==> src/rtl/frame_row_scheduler_if.sv <==
// frame_row_scheduler_if
// Groups the request/grant, row-source, shifter and status signals of the
// frame row scheduler. The scheduler connects through the master modport.
// The environment connects through the slave modport: the row sources,
// the shifter and the requesters.
//
// Parameters:
//   ROW_BITS  width of one row (1 bit per pixel)
//   RIDX_W    width of the row index
//
// Signals (directions as seen by the scheduler):
//   iREQ[1:0]        in   frame request per source, held until oFRAME_DONE
//   oGNT[1:0]        out  one-hot grant, held for the whole frame
//   oROW_RD          out  row fetch request to the granted source
//   iROW_VALID[1:0]  in   per-source row-data-valid
//   iROW_DATA0/1     in   row data from source 0 / source 1
//   oSER_DATA        out  latched row presented to the shifter
//   oSER_START       out  one-cycle shifter start pulse
//   iSER_FINISHED    in   shifter row-complete pulse
//   oROW_IDX         out  index of the row in flight
//   oFRAME_DONE      out  one-cycle pulse after the last row
//   oBUSY            out  high whenever the scheduler is not idle
//   oERR             out  one-cycle watchdog abort pulse
interface frame_row_scheduler_if #(
    parameter int ROW_BITS = 640,
    parameter int RIDX_W   = 9
);
    logic [1:0]          iREQ;
    logic [1:0]          oGNT;
    logic                oROW_RD;
    logic [1:0]          iROW_VALID;
    logic [ROW_BITS-1:0] iROW_DATA0;
    logic [ROW_BITS-1:0] iROW_DATA1;
    logic [ROW_BITS-1:0] oSER_DATA;
    logic                oSER_START;
    logic                iSER_FINISHED;
    logic [RIDX_W-1:0]   oROW_IDX;
    logic                oFRAME_DONE;
    logic                oBUSY;
    logic                oERR;

    modport master (
        input  iREQ, iROW_VALID, iROW_DATA0, iROW_DATA1, iSER_FINISHED,
        output oGNT, oROW_RD, oSER_DATA, oSER_START, oROW_IDX,
               oFRAME_DONE, oBUSY, oERR
    );

    modport slave (
        output iREQ, iROW_VALID, iROW_DATA0, iROW_DATA1, iSER_FINISHED,
        input  oGNT, oROW_RD, oSER_DATA, oSER_START, oROW_IDX,
               oFRAME_DONE, oBUSY, oERR
    );
endinterface

==> src/rtl/frame_row_scheduler.sv <==
// frame_row_scheduler
// Drives a row-wide parallel-to-serial shifter through whole frames, one row
// at a time. Two row sources compete for frame ownership: source 0 is the
// live capture path, source 1 is the stored flash image. Ownership is
// round-robin when both request. For each row it fetches from the granted
// source, latches the row, pulses the shifter start and waits for the
// shifter's finished pulse; a frame-done pulse follows the last row.
//
// Ports:
//   iCLK    clock, rising edge
//   iRST_n  asynchronous active-low reset
//   bus     frame_row_scheduler_if.master (requests, grant, row sources,
//           shifter handshake, row index, frame done, busy, error)
//
// Build option:
//   FRAME_ROW_SCHED_WATCHDOG_EN  when defined, a row that is not finished
//   within ROW_BITS+16 cycles of entering WAIT aborts the frame with a
//   one-cycle oERR pulse. When undefined, oERR is constant 0 and WAIT
//   waits indefinitely.
//
// state | meaning
// ------+---------------------------------------------------------------
// IDLE  | no frame owned; arbitrate between requests
// FETCH | oROW_RD high, waiting for valid from the granted source
// START | row latched, one-cycle shifter start pulse
// WAIT  | shifter busy with the row, waiting for finished
// DONE  | one-cycle frame-done pulse, grant released on exit
module frame_row_scheduler #(
    parameter int ROW_BITS = 640,
    parameter int ROWS     = 480,
    parameter int RIDX_W   = (ROWS > 1) ? $clog2(ROWS) : 1
) (
    input  logic                 iCLK,
    input  logic                 iRST_n,
    frame_row_scheduler_if.master bus
);

    typedef enum logic [2:0] {
        IDLE  = 3'd0,
        FETCH = 3'd1,
        START = 3'd2,
        WAIT  = 3'd3,
        DONE  = 3'd4
    } state_t;

    localparam logic [RIDX_W-1:0] LAST_ROW = RIDX_W'(ROWS - 1);

    state_t              state_q, state_d;
    logic [1:0]          gnt_q, gnt_d;
    logic                row_rd_q, row_rd_d;
    logic [ROW_BITS-1:0] ser_data_q, ser_data_d;
    logic                ser_start_q, ser_start_d;
    logic [RIDX_W-1:0]   row_idx_q, row_idx_d;
    logic                frame_done_q, frame_done_d;
    logic                busy_q, busy_d;
    // 1 favours source 1 when both sources request
    logic                ptr_q, ptr_d;
    logic                err_d;
    logic                win;
    logic                g_sel;

`ifdef FRAME_ROW_SCHED_WATCHDOG_EN
    localparam int WD_W = $clog2(ROW_BITS + 16);
    // Loaded on entry to WAIT; reaching zero without finished means the
    // row has been outstanding for ROW_BITS+16 cycles.
    localparam logic [WD_W-1:0] WD_LOAD = WD_W'(ROW_BITS + 15);
    logic [WD_W-1:0] wd_q, wd_d;
    logic            err_q;
`endif

    // Granted source index; gnt_q is one-hot whenever it is used.
    assign g_sel = gnt_q[1];

    always_comb begin
        state_d      = state_q;
        gnt_d        = gnt_q;
        row_rd_d     = 1'b0;
        ser_data_d   = ser_data_q;
        ser_start_d  = 1'b0;
        row_idx_d    = row_idx_q;
        frame_done_d = 1'b0;
        ptr_d        = ptr_q;
        err_d        = 1'b0;
        win          = 1'b0;
`ifdef FRAME_ROW_SCHED_WATCHDOG_EN
        wd_d         = wd_q;
`endif
        case (state_q)
            IDLE: begin
                if (|bus.iREQ) begin
                    // A lone requester wins outright; the pointer only
                    // breaks ties.
                    win       = (bus.iREQ == 2'b11) ? ptr_q : bus.iREQ[1];
                    gnt_d     = win ? 2'b10 : 2'b01;
                    row_idx_d = '0;
                    row_rd_d  = 1'b1;
                    state_d   = FETCH;
                end
            end
            FETCH: begin
                if (!bus.iREQ[g_sel]) begin
                    state_d = IDLE;
                    gnt_d   = 2'b00;
                    ptr_d   = ~ptr_q;
                end else if (bus.iROW_VALID[g_sel]) begin
                    ser_data_d  = g_sel ? bus.iROW_DATA1 : bus.iROW_DATA0;
                    ser_start_d = 1'b1;
                    state_d     = START;
                end else begin
                    row_rd_d = 1'b1;
                end
            end
            START: begin
                state_d = WAIT;
`ifdef FRAME_ROW_SCHED_WATCHDOG_EN
                wd_d    = WD_LOAD;
`endif
            end
            WAIT: begin
                if (bus.iSER_FINISHED) begin
                    if (row_idx_q == LAST_ROW) begin
                        frame_done_d = 1'b1;
                        state_d      = DONE;
                    end else begin
                        row_idx_d = row_idx_q + RIDX_W'(1);
                        row_rd_d  = 1'b1;
                        state_d   = FETCH;
                    end
                end
`ifdef FRAME_ROW_SCHED_WATCHDOG_EN
                else if (wd_q == '0) begin
                    err_d   = 1'b1;
                    state_d = IDLE;
                    gnt_d   = 2'b00;
                    ptr_d   = ~ptr_q;
                end else begin
                    wd_d = wd_q - WD_W'(1);
                end
`endif
            end
            DONE: begin
                state_d = IDLE;
                gnt_d   = 2'b00;
                ptr_d   = ~g_sel;
            end
            default: begin
                state_d = IDLE;
                gnt_d   = 2'b00;
            end
        endcase
        busy_d = (state_d != IDLE);
    end

    always_ff @(posedge iCLK or negedge iRST_n) begin
        if (!iRST_n) begin
            state_q      <= IDLE;
            gnt_q        <= 2'b00;
            row_rd_q     <= 1'b0;
            ser_data_q   <= '0;
            ser_start_q  <= 1'b0;
            row_idx_q    <= '0;
            frame_done_q <= 1'b0;
            busy_q       <= 1'b0;
            ptr_q        <= 1'b0;
        end else begin
            state_q      <= state_d;
            gnt_q        <= gnt_d;
            row_rd_q     <= row_rd_d;
            ser_data_q   <= ser_data_d;
            ser_start_q  <= ser_start_d;
            row_idx_q    <= row_idx_d;
            frame_done_q <= frame_done_d;
            busy_q       <= busy_d;
            ptr_q        <= ptr_d;
        end
    end

`ifdef FRAME_ROW_SCHED_WATCHDOG_EN
    always_ff @(posedge iCLK or negedge iRST_n) begin
        if (!iRST_n) begin
            wd_q  <= '0;
            err_q <= 1'b0;
        end else begin
            wd_q  <= wd_d;
            err_q <= err_d;
        end
    end

    assign bus.oERR = err_q;
`else
    // Without the watchdog nothing can raise an error.
    logic unused_err;
    assign unused_err = err_d;
    assign bus.oERR   = 1'b0;
`endif

    assign bus.oGNT        = gnt_q;
    assign bus.oROW_RD     = row_rd_q;
    assign bus.oSER_DATA   = ser_data_q;
    assign bus.oSER_START  = ser_start_q;
    assign bus.oROW_IDX    = row_idx_q;
    assign bus.oFRAME_DONE = frame_done_q;
    assign bus.oBUSY       = busy_q;

endmodule

==> src/flat_wrapper.sv <==
// flat-port wrapper written by rule: the top's interface ports become plain ports
module frame_row_scheduler_flat 
#(
    parameter int ROW_BITS = 640,
    parameter int ROWS     = 480,
    parameter int RIDX_W   = (ROWS > 1) ? $clog2(ROWS) : 1
)
  (iCLK, iRST_n, bus_iREQ, bus_iROW_VALID, bus_iROW_DATA0, bus_iROW_DATA1, bus_iSER_FINISHED, bus_oGNT, bus_oROW_RD, bus_oSER_DATA, bus_oSER_START, bus_oROW_IDX, bus_oFRAME_DONE, bus_oBUSY, bus_oERR);
  frame_row_scheduler_if #(.ROW_BITS(ROW_BITS), .RIDX_W(RIDX_W)) bus_i ();
  input  logic iCLK;
  input  logic iRST_n;
  input wire logic [$bits(bus_i.iREQ)-1:0] bus_iREQ;
  input wire logic [$bits(bus_i.iROW_VALID)-1:0] bus_iROW_VALID;
  input wire logic [$bits(bus_i.iROW_DATA0)-1:0] bus_iROW_DATA0;
  input wire logic [$bits(bus_i.iROW_DATA1)-1:0] bus_iROW_DATA1;
  input wire logic [$bits(bus_i.iSER_FINISHED)-1:0] bus_iSER_FINISHED;
  output wire logic [$bits(bus_i.oGNT)-1:0] bus_oGNT;
  output wire logic [$bits(bus_i.oROW_RD)-1:0] bus_oROW_RD;
  output wire logic [$bits(bus_i.oSER_DATA)-1:0] bus_oSER_DATA;
  output wire logic [$bits(bus_i.oSER_START)-1:0] bus_oSER_START;
  output wire logic [$bits(bus_i.oROW_IDX)-1:0] bus_oROW_IDX;
  output wire logic [$bits(bus_i.oFRAME_DONE)-1:0] bus_oFRAME_DONE;
  output wire logic [$bits(bus_i.oBUSY)-1:0] bus_oBUSY;
  output wire logic [$bits(bus_i.oERR)-1:0] bus_oERR;
  assign bus_i.iREQ = bus_iREQ;
  assign bus_i.iROW_VALID = bus_iROW_VALID;
  assign bus_i.iROW_DATA0 = bus_iROW_DATA0;
  assign bus_i.iROW_DATA1 = bus_iROW_DATA1;
  assign bus_i.iSER_FINISHED = bus_iSER_FINISHED;
  assign bus_oGNT = bus_i.oGNT;
  assign bus_oROW_RD = bus_i.oROW_RD;
  assign bus_oSER_DATA = bus_i.oSER_DATA;
  assign bus_oSER_START = bus_i.oSER_START;
  assign bus_oROW_IDX = bus_i.oROW_IDX;
  assign bus_oFRAME_DONE = bus_i.oFRAME_DONE;
  assign bus_oBUSY = bus_i.oBUSY;
  assign bus_oERR = bus_i.oERR;
  frame_row_scheduler #(.ROW_BITS(ROW_BITS), .ROWS(ROWS), .RIDX_W(RIDX_W)) u_core (.iCLK(iCLK), .iRST_n(iRST_n), .bus(bus_i));
endmodule
==> config.mk <==
export PLATFORM = sky130hd
export DESIGN_NAME = frame_row_scheduler_flat
export DESIGN_NICKNAME = d
export VERILOG_FILES = /design/src/rtl/frame_row_scheduler_if.sv /design/src/rtl/frame_row_scheduler.sv /design/src/flat_wrapper.sv
export SDC_FILE = /design/constraint.sdc
export NUM_CORES = 1
export LEC_CHECK = 0
export BUFFER_PORTS_ARGS = -buffer_cell sky130_fd_sc_hd__buf_4
export CORE_AREA = 2 2 756 758
export CTS_CLUSTER_DIAMETER = 50
export DETAILED_ROUTE_END_ITERATION = 16
export DIE_AREA = 0 0 758 760
export HOLD_SLACK_MARGIN = 0.08
export SYNTH_ARGS = -nofsm -noshare
export SYNTH_HDL_FRONTEND = slang
export SYNTH_SLANG_ARGS = --single-unit
==> constraint.sdc <==
create_clock -name iCLK -period 3.7 [get_ports iCLK]
set_input_delay 0.37 -clock iCLK [delete_from_list [all_inputs] [get_ports iCLK]]
set_output_delay 0.37 -clock iCLK [all_outputs]
set_load 0.03 [all_outputs]
==> results of run 1 <==
==> cells by family after synthesis <==
logic type | Yosys count
mux | 646
fa+ha+maj | 1
compound gates | 666
simple gates | 689
other cells | 1
flops | 659
buf+inv | 226
==> layout make-up <==
class | instances | area [sq um]
fillers | 64800 | 496000
flip-flops and latches | 659 | 16500
well taps | 7533 | 9430
diodes | 126 | 315
clock inverters | 84 | 952
repair buffers | 3305 | 28300
inverters | 7 | 26.3
multi-input cells | 2003 | 12500
clock buffers | 142 | 3230
==> stage by stage <==
step           hold WS [ns]  worst slack [ns]
6_report              0.175             0.529
5_1_grt               0.152             0.345
4_1_cts              0.0985             0.356
3_5_place_dp          0.472             0.988
3_3_place_gp          0.463              1.09
2_1_floorplan        0.0744              1.81
==> synth_stat cells, drive strengths merged <==
| cell type | instances |
|---|---|
| a31oi | 1 |
| nand2 | 650 |
| a41o | 1 |
| mux2 | 2 |
| o31a | 1 |
| nor2 | 6 |
| conb | 1 |
| dfrtp | 659 |
| nand4 | 2 |
| nor2b | 2 |
| nor3 | 4 |
| mux2i | 644 |
| o22ai | 2 |
| or4 | 3 |
| and4b | 1 |
| a21oi | 6 |
| nand2b | 5 |
| buf | 129 |
| inv | 7 |
| o2bb2ai | 1 |
| and3 | 1 |
| and2 | 1 |
| ha | 1 |
| or3 | 1 |
| clkbuf | 90 |
| o31ai | 6 |
| and4 | 3 |
| o21a | 1 |
| nor4 | 2 |
| o21ai | 646 |
| a311oi | 1 |
| nand3 | 8 |
==> state kept, by name (all words and copies together), names as in the netlist <==
signal / cells
u_core.bus.oSER_DATA: 640
u_core.bus.oROW_RD: 1
u_core.bus.oSER_START: 1
u_core.bus.oFRAME_DONE: 1
u_core.state_q: 3
u_core.ptr_q: 1
u_core.bus.oBUSY: 1
u_core.bus.oGNT: 2
u_core.bus.oROW_IDX: 9
==> critical path: stages (launching register included) <==
cell and delay [ns]:
sky130_fd_sc_hd__dfrtp_4 0.67, sky130_fd_sc_hd__buf_4 0.84, sky130_fd_sc_hd__buf_4 0.30
==> worst paths after layout <==
path	from	to	slack, ns
max	u_core.bus.oGNT[1]	bus_oGNT[1]	0.53
min	iRST_n	u_core.bus.oSER_DATA[290]	0.18
max reg2reg	u_core.bus.oGNT[1]	u_core.bus.oSER_DATA[439]	0.55
min reg2reg	u_core.bus.oSER_DATA[189]	u_core.bus.oSER_DATA[189]	0.48
max in group asynchronous	iRST_n	u_core.bus.oSER_DATA[370]	2.25
min in group iCLK	bus_iROW_DATA1[169]	u_core.bus.oSER_DATA[169]	0.31
==> layer usage <==
layer | up-vias | share of wire, % | track usage, %
met5 | - | 0.18 | 0
met4 | 128 | 6.9 | 8.51
met3 | 1104 | 19 | 12.6
met2 | 2537 | 39 | 21.0
met1 | 18200 | 35 | 15.5
li1 | 16600 | - | -
==> what timing repair did <==
| item | in CTS | in global routing |
|---|---|---|
| setup endpoints to repair | 0 | 0 |
| buffers inserted | 0 | 0 |
| endpoints found under the hold margin | 749 | 0 |
| hold buffers | 1289 | 0 |
==> power by group through the flow <==
| stage | logic, mW | clock network [mW] | registers, mW |
|---|---|---|---|
| after floorplan | 6.69 | 0 | 18.5 |
| after global placement | 29.8 | 0 | 12.5 |
| after detailed placement | 29.9 | 0 | 12.6 |
| after CTS | 33.0 | 12.2 | 12.5 |
| after global routing | 34.9 | 12.4 | 13.0 |
| final | 32.6 | 11.8 | 12.6 |
==> run_summary.xml, run 1 <==
<?xml version="1.0" encoding="UTF-8"?>
<metrics>
  <group name="outcome">
    <metric name="outcome" unit="">complete, no violations</metric>
  </group>
  <group name="grt">
    <metric name="maximum_number_of_pins_on_one_net_before_global_route_repair" unit="">132</metric>
    <metric name="first_global_vias" unit="">39200</metric>
    <metric name="grt_antenna_before_repair" unit="">432</metric>
    <metric name="grt_pass1_wl" unit="mm">535</metric>
    <metric name="grt_util_all_layers" unit="%">15.1</metric>
    <metric name="grt-ovfl-total" unit="">0</metric>
  </group>
  <group name="cts">
    <metric name="post_cts_sizing_count" unit="">0</metric>
    <metric name="clock_latency_at_the_later_pin_of_the_worst_skew_pair" unit="ns">0.89</metric>
    <metric name="cts_htree_levels" unit="">3</metric>
    <metric name="cts_tree" unit="">done</metric>
    <metric name="cts_made_buffers" unit="">122</metric>
    <metric name="clkTransAtPathRegs" unit="ns">0.06</metric>
    <metric name="clk_root_buffer_cell" unit="">sky130_fd_sc_hd__clkbuf_16</metric>
    <metric name="cts.path.max_buffers" unit="">4</metric>
    <metric name="clkSinkCount" unit="">659</metric>
  </group>
  <group name="setup_path">
    <metric name="timing.critical_path.fanout_max" unit="">57</metric>
    <metric name="critPathLaunchType" unit="">flop</metric>
    <metric name="critical_path_required" unit="ns">3.33</metric>
    <metric name="worst_ep_arrival_time" unit="ns">2.80</metric>
    <metric name="worst_setup_path_end_kind" unit="">output pin</metric>
    <metric name="crit_type" unit="">reg2out</metric>
    <metric name="timing.reg2reg.worst_path_depth" unit="">5</metric>
  </group>
  <group name="sta">
    <metric name="maxClockFrequency" unit="MHz">315</metric>
    <metric name="final-setup-viol-count" unit="">0</metric>
    <metric name="relSlewSlack" unit="%">28.8</metric>
    <metric name="post-route-period-util" unit="%">85.7</metric>
    <metric name="report.final.hold_viol_count" unit="">0</metric>
    <metric name="finalSetupTns" unit="ns">0</metric>
    <metric name="worst_case_clock_skew" unit="ns">0.0757</metric>
    <metric name="final_max_slew_viol_count" unit="">0</metric>
    <metric name="rsz0062_at_grt" unit="">no</metric>
    <metric name="fin_crit" unit="ns">3.17</metric>
    <metric name="timing_worst_slew_pin_value" unit="ns">1.07</metric>
  </group>
  <group name="synth">
    <metric name="synthesis.instances" unit="">2888</metric>
    <metric name="synth_sequential_area_ratio" unit="%">54.4</metric>
    <metric name="synth_area_per_cell" unit="sq um">10.5</metric>
    <metric name="synth_top_family_by_area" unit="">multiplexers</metric>
    <metric name="ys_types" unit="">39</metric>
    <metric name="synth_top_cells_by_area" unit="">sky130_fd_sc_hd__dfrtp_1, sky130_fd_sc_hd__mux2i_1, sky130_fd_sc_hd__nand2_1</metric>
    <metric name="muxShareOfSynthArea" unit="%">21.3</metric>
    <metric name="syn_nets" unit="">4176</metric>
    <metric name="syn-cell-area" unit="sq mm">0.0303</metric>
    <metric name="synth_compound_gate_area_share" unit="%">11.1</metric>
    <metric name="netlist.top_cell.by_area" unit="">sky130_fd_sc_hd__dfrtp_1</metric>
    <metric name="synth_simple_gate_area_share" unit="%">8.82</metric>
    <metric name="yosysWarningCount" unit="">0</metric>
    <metric name="yosys.area_share.adder" unit="%">0.0413</metric>
    <metric name="parity_gate_share_of_the_synthesized_area_counting_xor_and_xnor_cells" unit="%">0</metric>
    <metric name="synth-seq-cells" unit="">659</metric>
    <metric name="synth_top_area_share" unit="%">54.4</metric>
  </group>
  <group name="placement">
    <metric name="placedInstanceArea" unit="sq mm">0.0539</metric>
    <metric name="place_hpwl" unit="mm">405</metric>
    <metric name="buffer_ports.inserted" unit="">1941</metric>
    <metric name="gp_congestion" unit="">1.16</metric>
    <metric name="inst_count_dp" unit="">12200</metric>
  </group>
  <group name="power_and_ir_drop">
    <metric name="p_clk_share" unit="%">20.7</metric>
    <metric name="cellInternalPower" unit="mW">28.2</metric>
    <metric name="power.leakage" unit="nW">30.8</metric>
    <metric name="ratio_of_total_power_to_cell_area" unit="mW/mm^2">799</metric>
    <metric name="proportion_of_power_drawn_by_combinational_gates" unit="%">57.2</metric>
    <metric name="worst_ir_drop_on_vdd" unit="V">0.000519</metric>
    <metric name="power.share.sequential" unit="%">22.1</metric>
    <metric name="switching_share" unit="%">50.6</metric>
    <metric name="post-layout-total-power" unit="mW">57.0</metric>
    <metric name="power.net_switching" unit="mW">28.8</metric>
  </group>
  <group name="detailed_routing">
    <metric name="drt_pre_antenna_iters" unit="">5</metric>
    <metric name="routed_wire_length_per_instance" unit="microns">32.8</metric>
    <metric name="post_drt_via_cell_ratio" unit="">2.78</metric>
    <metric name="dr.first_iter.drc_count" unit="">2333</metric>
    <metric name="ant_nets" unit="">0</metric>
    <metric name="drc" unit="">0</metric>
    <metric name="wl" unit="mm">454</metric>
    <metric name="route.vias.total" unit="">38600</metric>
  </group>
  <group name="cells_and_area">
    <metric name="finalCoreUtilization" unit="%">12.6</metric>
    <metric name="layout.nets" unit="">7386</metric>
    <metric name="mostFrequentLayoutCell" unit="">sky130_fd_sc_hd__buf_4</metric>
    <metric name="final_design_area_no_fill" unit="sq mm">0.0713</metric>
    <metric name="synthToLayoutAreaGrowth" unit="%">135</metric>
    <metric name="post_route_cells_drive_above_1_share" unit="%">36.0</metric>
    <metric name="final_cell_mix" unit="">sky130_fd_sc_hd__buf_4, sky130_fd_sc_hd__dlygate4sd3_1, sky130_fd_sc_hd__dfrtp_1</metric>
    <metric name="instances_no_fill" unit="">13900</metric>
  </group>
  <group name="floorplanning">
    <metric name="io-pin-count" unit="">1943</metric>
    <metric name="die_area" unit="sq mm">0.576</metric>
    <metric name="placement_rows" unit="">277</metric>
    <metric name="starting_density_of_the_core" unit="%">5.34</metric>
    <metric name="core" unit="sq mm">0.568</metric>
    <metric name="die-width" unit="microns">758</metric>
    <metric name="die_y" unit="microns">760</metric>
  </group>
  <group name="job">
    <metric name="max_cap_violations" unit="">0</metric>
  </group>
  <group name="min_path">
    <metric name="hp-class" unit="">in2async</metric>
  </group>
</metrics>
No activity file was read; power rests on OpenSTA's default activity.
==> run 2: changes to the inputs <==
--- a/config.mk
+++ b/config.mk
@@ -12,3 +12,5 @@
 export DIE_AREA = 0 0 758 760
+export GPL_TIMING_DRIVEN = 0
 export HOLD_SLACK_MARGIN = 0.08
+export SLEW_MARGIN = 15
 export SYNTH_ARGS = -nofsm -noshare
==> constraint.sdc (replaced) <==
create_clock -name iCLK -period 3.7 [get_ports iCLK]
set_input_delay 0.555 -clock iCLK [delete_from_list [all_inputs] [get_ports iCLK]]
set_output_delay 0.555 -clock iCLK [all_outputs]
set_load 0.03 [all_outputs]
==> run 2 against run 1 <==
Compared with the run above: the flow now finishes with violations (capacitance limit, setup timing); total power increased by 2.9%; sequential power about the same; register-to-register slack got worse by 0.56 ns; combinational power is 4% higher; final cell count about the same; global-route usage grew 1.3 points; first-iteration DRC count up 36%; critical path type is now reg2reg; largest cell class unchanged; highest routed layer unchanged.
==> run_summary.xml, run 2 (same netlist as run 1, synthesis figures left out) <==
<?xml version="1.0" encoding="UTF-8"?>
<metrics>
  <group name="cts">
    <metric name="cts_tree" unit="">done</metric>
    <metric name="clkSinkCount" unit="">659</metric>
    <metric name="cts_made_buffers" unit="">125</metric>
    <metric name="clkTransAtPathRegs" unit="ns">0.06</metric>
    <metric name="clock_latency_at_the_later_pin_of_the_worst_skew_pair" unit="ns">0.91</metric>
    <metric name="cts.path.max_buffers" unit="">4</metric>
    <metric name="cts_htree_levels" unit="">3</metric>
    <metric name="post_cts_buffers" unit="">0</metric>
    <metric name="clk_root_buffer_cell" unit="">sky130_fd_sc_hd__clkbuf_16</metric>
  </group>
  <group name="cells_and_area">
    <metric name="combined_area_of_the_multi_input_logic_cells" unit="sq mm">0.0127</metric>
    <metric name="largest_register_ff_count" unit="">640</metric>
    <metric name="final_cell_mix" unit="">sky130_fd_sc_hd__buf_4, sky130_fd_sc_hd__dlygate4sd3_1, sky130_fd_sc_hd__dfrtp_1</metric>
    <metric name="num-fill-cells" unit="">65100</metric>
    <metric name="post_route_cells_drive_above_1_share" unit="%">39.2</metric>
    <metric name="synthToLayoutAreaGrowth" unit="%">131</metric>
    <metric name="mostFrequentLayoutCell" unit="">sky130_fd_sc_hd__buf_4</metric>
    <metric name="final_design_area_no_fill" unit="sq mm">0.0701</metric>
    <metric name="instances_no_fill" unit="">13800</metric>
    <metric name="layout.area.seq" unit="sq mm">0.0165</metric>
    <metric name="layout.nets" unit="">7274</metric>
  </group>
  <group name="floorplanning">
    <metric name="starting_density_of_the_core" unit="%">5.34</metric>
    <metric name="io-pin-count" unit="">1943</metric>
    <metric name="core" unit="sq mm">0.568</metric>
    <metric name="placement_rows" unit="">277</metric>
    <metric name="die_area" unit="sq mm">0.576</metric>
    <metric name="die_y" unit="microns">760</metric>
    <metric name="die-width" unit="microns">758</metric>
  </group>
  <group name="sta">
    <metric name="maxClockFrequency" unit="MHz">270</metric>
    <metric name="finalSetupTns" unit="ns">-0.0130</metric>
    <metric name="final_critical_path_setup_slack" unit="ns">-0.00861</metric>
    <metric name="relSlewSlack" unit="%">0.993</metric>
    <metric name="timing_worst_slew_pin_value" unit="ns">1.44</metric>
    <metric name="worst_case_clock_skew" unit="ns">0.0912</metric>
    <metric name="final_max_slew_viol_count" unit="">0</metric>
    <metric name="post-route-period-util" unit="%">100</metric>
    <metric name="fin_crit" unit="ns">3.71</metric>
    <metric name="holdWs" unit="ns">0.113</metric>
    <metric name="report.final.hold_viol_count" unit="">0</metric>
    <metric name="final-setup-viol-count" unit="">2</metric>
  </group>
  <group name="outcome">
    <metric name="outcome" unit="">finished, violations left</metric>
    <metric name="violations" unit="">capacitance limit, setup timing</metric>
  </group>
  <group name="grt">
    <metric name="grt_pass1_wl" unit="mm">576</metric>
    <metric name="maximum_number_of_pins_on_one_net_before_global_route_repair" unit="">93</metric>
    <metric name="grt_util_all_layers" unit="%">16.4</metric>
    <metric name="first_global_vias" unit="">39300</metric>
    <metric name="grt-ovfl-total" unit="">0</metric>
    <metric name="grt_antenna_before_repair" unit="">496</metric>
  </group>
  <group name="setup_path">
    <metric name="worst_setup_path_end_kind" unit="">flop</metric>
    <metric name="worst_ep_arrival_time" unit="ns">4.44</metric>
    <metric name="crit_type" unit="">reg2reg</metric>
    <metric name="critPathLaunchType" unit="">flop</metric>
    <metric name="critical_path_required" unit="ns">4.43</metric>
    <metric name="timing.critical_path.fanout_max" unit="">10</metric>
  </group>
  <group name="placement">
    <metric name="place_hpwl" unit="mm">443</metric>
    <metric name="buffer_ports.inserted" unit="">1941</metric>
    <metric name="placedInstanceArea" unit="sq mm">0.0551</metric>
    <metric name="inst_count_dp" unit="">12400</metric>
    <metric name="gp_congestion" unit="">1.09</metric>
  </group>
  <group name="detailed_routing">
    <metric name="ant_nets" unit="">0</metric>
    <metric name="drc" unit="">0</metric>
    <metric name="dr.first_iter.drc_count" unit="">3181</metric>
    <metric name="route.vias.total" unit="">40200</metric>
    <metric name="wl" unit="mm">494</metric>
    <metric name="post_drt_via_cell_ratio" unit="">2.91</metric>
    <metric name="routed_wire_length_per_instance" unit="microns">35.7</metric>
    <metric name="drt_pre_antenna_iters" unit="">5</metric>
  </group>
  <group name="job">
    <metric name="max_cap_violations" unit="">1</metric>
  </group>
  <group name="power_and_ir_drop">
    <metric name="power.leakage" unit="nW">30.3</metric>
    <metric name="worst_ir_drop_on_vdd" unit="V">0.000573</metric>
    <metric name="ratio_of_total_power_to_cell_area" unit="mW/mm^2">837</metric>
  </group>
  <group name="min_path">
    <metric name="hp-class" unit="">in2reg</metric>
  </group>
</metrics>
## run 2: changes by cell type in the layout (fill, tap and decap cells not counted), moves of 21 or more
cell                            change
sky130_fd_sc_hd__diode_2          +100
sky130_fd_sc_hd__dlygate4sd3_1    -285
sky130_fd_sc_hd__clkbuf_1          +50
sky130_fd_sc_hd__mux2i_2           +21
sky130_fd_sc_hd__buf_2             +79
sky130_fd_sc_hd__buf_4             -35
sky130_fd_sc_hd__buf_6             +35
sky130_fd_sc_hd__mux2i_1           -31
sky130_fd_sc_hd__clkbuf_2          +41
## run 2: stage by stage
step | total power, mW | setup WS [ns] | util, %
finish | 58.6 | -0.00861 | 12.3
global route | 61.2 | -0.00645 | 12.3
CTS | 58.9 | 0.000610 | 12.2
detailed placement | 44.0 | -0.165 | 9.70
global placement | 43.5 | -7.23 | 9.57
floorplan | 25.2 | 1.81 | -
## run 2: worst paths after layout
path                                           start                         to  slack (ns)  cells past startpoint
max                               u_core.bus.oGNT[1]  u_core.bus.oSER_DATA[457]      -0.009                      7
min                              bus_iROW_DATA1[297]  u_core.bus.oSER_DATA[297]        0.11                      3
max reg2reg                       u_core.bus.oGNT[1]  u_core.bus.oSER_DATA[457]      -0.009                      7
min reg2reg                u_core.bus.oSER_DATA[636]  u_core.bus.oSER_DATA[636]        0.47                      2
max in group asynchronous                     iRST_n  u_core.bus.oSER_DATA[462]        1.18                      6
min in group asynchronous                     iRST_n  u_core.bus.oSER_DATA[167]        0.20                      2
## run 2: routing by layer
| layer | vias to the layer above | routed length (microns) | track usage (%) |
|---|---|---|---|
| li1 | 16500 | - | - |
| met1 | 19400 | 184000 | 18.2 |
| met2 | 2984 | 190000 | 22.5 |
| met3 | 1196 | 81500 | 11.4 |
| met4 | 138 | 38700 | 10.3 |
| met5 | - | 902 | 0.0167 |
## run 2: report_power, final
part / leakage [nW] / internal [mW] / switching (mW) / total, mW
clock network: 2.06 / 7.31 / 4.88 / 12.2
registers: 8.30 / 10.5 / 2.02 / 12.5
logic: 19.9 / 10.6 / 23.3 / 34.0
## run 2: layout make-up
cell class / count / share of cell area, %
Antenna cell: 226 / 0.807
Buffer: 219 / 1.84
Clock buffer: 145 / 4.70
Clock inverter: 85 / 1.43
Inverter: 7 / 0.0375
Multi-Input combinational cell: 2003 / 18.2
Sequential cell: 659 / 23.5
Tap cell: 7533 / 13.5
Timing Repair Buffer: 2971 / 36.0
## run 2: what timing repair did
action,in CTS,in global routing
cloned,0,0
endpoints found under the setup margin,7,1
hold buffers,1004,0
gates resized for setup,8,1
endpoints found under the hold margin,700,0
## run 2: worst max-delay path, cell delays in order (launching register included)
cell	delay (ns)
sky130_fd_sc_hd__dfrtp_1	0.35
sky130_fd_sc_hd__buf_2	0.17
sky130_fd_sc_hd__buf_4	0.26
sky130_fd_sc_hd__buf_16	0.22
sky130_fd_sc_hd__clkbuf_2	0.56
sky130_fd_sc_hd__buf_2	0.50
sky130_fd_sc_hd__mux2i_1	1.19
sky130_fd_sc_hd__o21ai_1	0.12
